File: src/rtl/coin_input_conditioner.sv
// Coin-acceptor front end: two-flop synchronisers, per-channel debounce FSMs
// and arbitration into mutually exclusive single-cycle credit pulses.
module coin_input_conditioner #(
    parameter int                CNT_W   = 20,
    parameter logic [CNT_W-1:0]  CNT_MAX = 20'd999_999
) (
    input  logic sys_clk,
    input  logic sysRstN,
    input  logic iCoinOne,
    input  logic iCoinHalf,
    output logic piOne,
    output logic piHalf,
    output logic oBusy
);

    typedef enum logic [1:0] {
        IDLE     = 2'd0,
        FILT_ON  = 2'd1,
        HELD     = 2'd2,
        FILT_OFF = 2'd3
    } chan_state_t;

    localparam logic [CNT_W-1:0] CNT_ONE = {{(CNT_W-1){1'b0}}, 1'b1};

    // Bit 0 is the one-yuan channel, bit 1 the half-yuan channel.
    logic [1:0] raw;
    logic [1:0] s1_q;
    logic [1:0] s2_q;
    logic [1:0] req;
    logic [1:0] busy;

    assign raw = {iCoinHalf, iCoinOne};

    always_ff @(posedge sys_clk) begin
        if (!sysRstN) begin
            s1_q <= 2'b00;
            s2_q <= 2'b00;
        end else begin
            s1_q <= raw;
            s2_q <= s1_q;
        end
    end

    generate
        for (genvar gi = 0; gi < 2; gi++) begin : g_chan
            chan_state_t      state_q;
            chan_state_t      state_d;
            logic [CNT_W-1:0] cnt_q;
            logic [CNT_W-1:0] cnt_d;
            logic             req_c;

            always_ff @(posedge sys_clk) begin
                if (!sysRstN) begin
                    state_q <= IDLE;
                    cnt_q   <= '0;
                end else begin
                    state_q <= state_d;
                    cnt_q   <= cnt_d;
                end
            end

            always_comb begin
                state_d = state_q;
                cnt_d   = cnt_q;
                req_c   = 1'b0;
                case (state_q)
                    IDLE: begin
                        if (s2_q[gi]) begin
                            state_d = FILT_ON;
                            cnt_d   = '0;
                        end
                    end
                    FILT_ON: begin
                        if (!s2_q[gi]) begin
                            state_d = IDLE;
                        end else if (cnt_q < CNT_MAX) begin
                            cnt_d = cnt_q + CNT_ONE;
                        end else begin
                            state_d = HELD;
                            req_c   = 1'b1;
                        end
                    end
                    HELD: begin
                        if (!s2_q[gi]) begin
                            state_d = FILT_OFF;
                            cnt_d   = '0;
                        end
                    end
                    FILT_OFF: begin
                        // A high blip during release is bounce: go back to HELD, no new credit.
                        if (s2_q[gi]) begin
                            state_d = HELD;
                        end else if (cnt_q < CNT_MAX) begin
                            cnt_d = cnt_q + CNT_ONE;
                        end else begin
                            state_d = IDLE;
                        end
                    end
                    default: begin
                        state_d = IDLE;
                        cnt_d   = '0;
                    end
                endcase
            end

            assign req[gi]  = req_c;
            assign busy[gi] = (state_q != IDLE);
        end
    endgenerate

    logic pi_one_q;
    logic pi_half_q;
    logic pending_q;
    logic busy_q;

    // Simultaneous requests: one-yuan wins this edge, half-yuan is deferred one cycle.
    always_ff @(posedge sys_clk) begin
        if (!sysRstN) begin
            pi_one_q  <= 1'b0;
            pi_half_q <= 1'b0;
            pending_q <= 1'b0;
            busy_q    <= 1'b0;
        end else begin
            pi_one_q  <= req[0];
            pi_half_q <= pending_q | (req[1] & ~req[0]);
            pending_q <= req[0] & req[1];
            busy_q    <= |busy;
        end
    end

    assign piOne  = pi_one_q;
    assign piHalf = pi_half_q;
    assign oBusy  = busy_q;

endmodule

File: config.mk
export PLATFORM = sky130hd
export DESIGN_NAME = coin_input_conditioner
export DESIGN_NICKNAME = d
export VERILOG_FILES = /design/src/rtl/coin_input_conditioner.sv
export SDC_FILE = /design/constraint.sdc
export NUM_CORES = 1
export LEC_CHECK = 0
export CELL_PAD_IN_SITES_DETAIL_PLACEMENT = 1
export CELL_PAD_IN_SITES_GLOBAL_PLACEMENT = 1
export CORE_ASPECT_RATIO = 1.2
export CORE_UTILIZATION = 30
export DETAILED_ROUTE_END_ITERATION = 10
export GPL_TIMING_DRIVEN = 0
export PLACE_DENSITY_LB_ADDON = 0.15
export SYNTH_ARGS = -nofsm -noshare
export SYNTH_HDL_FRONTEND = slang
export SYNTH_SLANG_ARGS = --single-unit
File: constraint.sdc
create_clock -name sys_clk -period 2.35 [get_ports sys_clk]
set_input_delay 0.47 -clock sys_clk [delete_from_list [all_inputs] [get_ports sys_clk]]
set_output_delay 0.47 -clock sys_clk [all_outputs]
set_load 0.02 [all_outputs]
# After elaboration in Yosys (flattened, before gate mapping)

Cells that the tools add are included.

Register bits after elaboration: 52
Bits in latches: 0
RAM bits: 0
ROM bits: 0
Input bits: 4
Output and inout bits: 3
Logic and storage cells: 77
Memories kept: 0

Add/subtract/negate cells: 2
Multiply operators: 0
Divide/modulo/power cells: 0
Order comparisons: 2
Equal/unequal tests: 18
Shift-type cells: 0
Mux-type cells: 32
Bitwise gates (word level): 4
Reduce and logical (&&, ||, !) cells: 9

Operators by type and width:

| cell                                                | number |
|---|---|
| two-way mux 20 bit                                  | 10 |
| one-hot mux 20 bit (4 select lines)                 | 2 |
| adder 20 x 1 -> 20 bit (second input constant)      | 2 |
| less-than comparator 20 bit (second input constant) | 2 |
| two-way mux 2 bit                                   | 12 |
| inequality test 2 bit (second input constant)       | 8 |
| one-hot mux 2 bit (4 select lines)                  | 2 |
| AND reduction 4 bit                                 | 4 |
| inequality test 3 bit (second input constant)       | 4 |
| == test 2 bit (second input constant)               | 4 |
| two-way mux 1 bit                                   | 6 |
| == test 2 x 1 -> 1 bit (second input constant)      | 2 |
| logical NOT 2 bit                                   | 2 |
| nonzero test 2 bit                                  | 2 |
| bitwise AND 1 bit                                   | 2 |
| OR reduction 2 bit                                  | 1 |
| inverter 1 bit                                      | 1 |
| bitwise OR 1 bit                                    | 1 |

# Longest topological paths before layout

Word-level depth: 7
Gate-level depth with buffers: 8
Mapped depth without buffers: 6

# Worst setup path after synthesis

Ideal clock, no wire load.

Path kind: reg-to-reg
From: register g_chan[0].cnt_q[0]
To: register with a tool-made name
Setup time: 118 ps
Arrival: 1,708 ps
Required time: 2,232 ps
Path slack: 524 ps
Stages on the path, launching flop included: 9
Buffers on the path: 2
Clock period less this slack: 1,826 ps
Cells stage by stage: dfxtp_1 > ha_1 > and4_1 > nand4_1 > a21oi_2 > buf_2 > buf_2 > mux2i_1 > nor2_1

RTL lines:

| what                   | RTL line | RTL |
|---|---|---|
| from (decl)            | 48       | `logic [CNT_W-1:0] cnt_q;` |
| from (signal assigned) | 58       | `cnt_q <= cnt_d;` |

==> metrics.yaml <==
post_dp_cell_area_sq_um: 2795
hold_path_class: "reg -> reg"
cts_sinks: 52
yosysTopAreaCell: "dfxtp_1"
endpoint_kind: "flip-flop"
powerDensity_nw_per_um2: 535.6
routed_wl_microns: 6988
synth-compound-area-share_pct: 21.96
cts_tree: "done"
synth_fa_ha_area_share_pct: 0.9653
synth_flop_cell: "dfxtp_1"
dieArea_sq_um: 9019
synth.avg_cell_area_sq_um: 8.390
postCtsHoldBufs: 0
period_needed_ns: 2.142
clk_pin_slew_ns: 0.10
path_common_cell: "clkbuf_4"
cp.buffers_inverters: 2
drt_iter0_markers: 72
drive_gt1_share_pct: 8.359
met1_length_microns: 3030
grt_pass1_vias: 2451
final_area_sq_um: 2938
antenna_cells: 0
path_max_fanout: 10
arrival_ns: 2.35
synth-seq-area-share_pct: 40.15
routed-wl-met2_microns: 3733
slew_viol_final: 0
fillers: 1004
gp_congestion: 0.7697
dr.pass1.iters: 4
synth.area.mux_share_pct: 0.8205
ys_warn_count: 0
max_slew.worst_pin.slew_ns: 1.182
irDropWorstVdd_mv: 0.2224
postLayoutCoreUtil_pct: 35.64
min_period_over_period_pct: 91.15
clockRootBuffer: "clkbuf_8"
max_cap_viol_count: 0
ys_types: 51
hold_depth: 1
fmax_mhz: 466.9
grt_max_degree: 17
grt_usage_pct: 16.85
crit_chain: "ha_1, and4_1, nand4_1, a21oi_2, clkbuf_4, clkbuf_4, mux2i_1, nor2_1"
cp_slowest_cell: "dfxtp_1"
hold_viol: 0
syn_nets: 315
setup_violations: 0
routed.top_layer: "met4"
synth_cells: 309
dp_slack_ns: -0.2128
path_class: "reg -> reg"
seq_area_sq_um: 1041
finish.net_count: 328
overflow: 0
clock_path_buffers: 2
timing.final.ws_setup_ns: 0.2080
cp.required_ns: 2.56
h-tree-depth: 2
dr_wl_met3_microns: 121
synth_top_family_by_area: "simple AND/OR/NAND/NOR gates"
cts_setup_buffers: 0
ant_nets: 0
status: "finished, final reports clean"
hpwl_microns: 5174
port_buffers: 6
drc_errors: 0
ys_ff_latch: 52
core-area_sq_um: 8243
rsz0062_at_grt: "false"
skew_ns: 0.009006
cp-start-kind: "flip-flop"
vias: 2423
max_slew_margin_pct: 20.38
multi_input_area_sq_um: 1494
synth.cell_area_sq_um: 2592
rows: 36
yosys.area_share.simple_pct: 30.84
synth_edf_count: 0
antenna_found_initial: 0
area_growth_pct: 13.32
vias_per_cell: 5.545
r2r_slack_ns: 0.21
p_leak_nw: 0.8973
final_cells: 437
cp_top_family: "buffers and inverters"
r2r-start: "g_chan[0].cnt_q[0]$_SDFFE_PN0P_"
fp.dieW_microns: 86.86
max_stage_delay_ns: 0.41
start_util_pct: 31.45
synth_xor_area_share_pct: 2.027
min_to: "s2_q[0]$_SDFF_PN0_"
hold_start: "s1_q[0]$_SDFF_PN0_"
clock_latency_ns: 0.31
netlist_top_cells_area: "dfxtp_1, a21oi_1, nand2_1"
placed_cells: 429
io_pins: 7
r2r_cells: 8
synthArstFlopShare_pct: 0
cts_buffers: 5
wire_per_inst_microns: 15.99
synth_top_area_share_pct: 40.15
grt_first_pass_wirelength_microns: 12050
die_h_microns: 103.8
==> stage by stage <==
| stage | setup TNS (ns) | total power [W] | hold WS, ns |
|---|---|---|---|
| final | 0 | 0.001573 | 0.4452 |
| after global placement | -2.390 | 0.0009584 | 0.4151 |
| after CTS | 0 | 0.001609 | 0.4529 |
| after global routing | 0 | 0.001643 | 0.4761 |
| after floorplan | 0 | 0.0009372 | 0.4119 |
| after detailed placement | -2.918 | 0.0009580 | 0.4279 |
==> worst max path at each step <==
stage                                     start                          endpoint  slack [ns]  cells after the start
6_report        g_chan[0].cnt_q[0]$_SDFFE_PN0P_                         flip-flop        0.21                      8
5_1_grt         g_chan[0].cnt_q[1]$_SDFFE_PN0P_  g_chan[0].cnt_q[15]$_SDFFE_PN0P_        0.02                      7
4_1_cts        g_chan[1].cnt_q[10]$_SDFFE_PN0P_  g_chan[1].cnt_q[13]$_SDFFE_PN0P_        0.09                      6
3_5_place_dp                            sysRstN  g_chan[1].cnt_q[14]$_SDFFE_PN0P_       -0.21                      6
3_3_place_gp                            sysRstN  g_chan[1].cnt_q[14]$_SDFFE_PN0P_       -0.21                      6
2_1_floorplan   g_chan[0].cnt_q[0]$_SDFFE_PN0P_                         flip-flop        0.52                      8
==> metal layers <==
metal / track usage [%] / vias up
met5: 0 / -
met4: 5.357 / 0
met3: 2.789 / 8
met2: 31.21 / 14
met1: 19.08 / 1194
li1: - / 1207
==> registers in the layout, indices dropped and copies added (netlist names), named ones only <==
| name | flops |
|---|---|
| oBusy | 1 |
| g_chan.cnt_q | 40 |
| g_chan.state_q | 2 |
| piHalf | 1 |
| s1_q | 2 |
| s2_q | 2 |
| piOne | 1 |
| pending_q | 1 |
==> cells in the final DEF (no fill, tap or decap), types with 3 or more instances in the layout <==
| cell | Yosys | routed |
|---|---|---|
| clkbuf_1 | 5 | 6 |
| or4_1 | 11 | 11 |
| a22o_1 | 3 | 3 |
| clkbuf_8 | 0 | 5 |
| dfxtp_1 | 52 | 52 |
| nor3_1 | 6 | 6 |
| o31ai_1 | 10 | 10 |
| nor4_1 | 4 | 3 |
| a221o_1 | 4 | 4 |
| nand3_1 | 10 | 10 |
| or3_1 | 14 | 14 |
| nor2_1 | 17 | 15 |
| and4_1 | 4 | 4 |
| a31oi_1 | 5 | 4 |
| inv_1 | 6 | 6 |
| a21oi_1 | 24 | 24 |
| o211ai_1 | 5 | 5 |
| xor2_1 | 3 | 3 |
| xnor2_1 | 3 | 3 |
| o21ai_0 | 20 | 20 |
| nor4b_1 | 4 | 4 |
| nand4_1 | 17 | 17 |
| nand2_1 | 29 | 29 |
| and3_1 | 9 | 9 |
| clkdlybuf4s50_1 | 0 | 6 |
| and2_1 | 6 | 6 |
| nor2b_1 | 3 | 3 |
==> what timing repair did <==
action | 4_1_cts | 5_1_grt
pin swaps | 0 | 1
endpoints found under the setup margin | 16 | 23
gates resized for setup | 1 | 6
==> power by group <==
part / internal (W) / switching (W) / leakage (nW)
Combinational: 0.0000150 / 0.0000330 / 0.422
Sequential: 0.000885 / 0.00000345 / 0.420
Clock: 0.000322 / 0.000314 / 0.0558
==> cells in the mapped netlist, types with 4 or more instances <==
cell,count
dfxtp_1,52
nand2_1,29
a21oi_1,24
o21ai_0,20
nand4_1,17
nor2_1,17
or3_1,14
or4_1,11
nand3_1,10
o31ai_1,10
and3_1,9
and2_1,6
inv_1,6
nor3_1,6
a31oi_1,5
clkbuf_1,5
o211ai_1,5
a221o_1,4
and4_1,4
nor4_1,4
nor4b_1,4
==> worst reg2reg max path, cell delays in order (launching register included) <==
cell and delay (ns):
dfxtp_1 0.41, ha_1 0.24, and4_1 0.24, nand4_1 0.17
a21oi_2 0.26, clkbuf_4 0.24, clkbuf_4 0.23, mux2i_1 0.20
nor2_1 0.05
==> cells by family after synthesis <==
kind of cell / Yosys count
flops: 52
fa+ha+maj: 2
mux: 2
compound gates: 86
buf+inv: 19
simple gates: 142
xor+xnor: 6
==> final cells by class <==
type | count | area share, %
clock inverter | 2 | 1.320
sequential | 52 | 35.43
tap | 114 | 4.855
clock buffer | 6 | 2.470
timing repair buffer | 6 | 2.044
inverter | 7 | 0.8944
buffer | 12 | 2.129
multi-input combinational | 238 | 50.85
(Power assumes the default switching activity.)
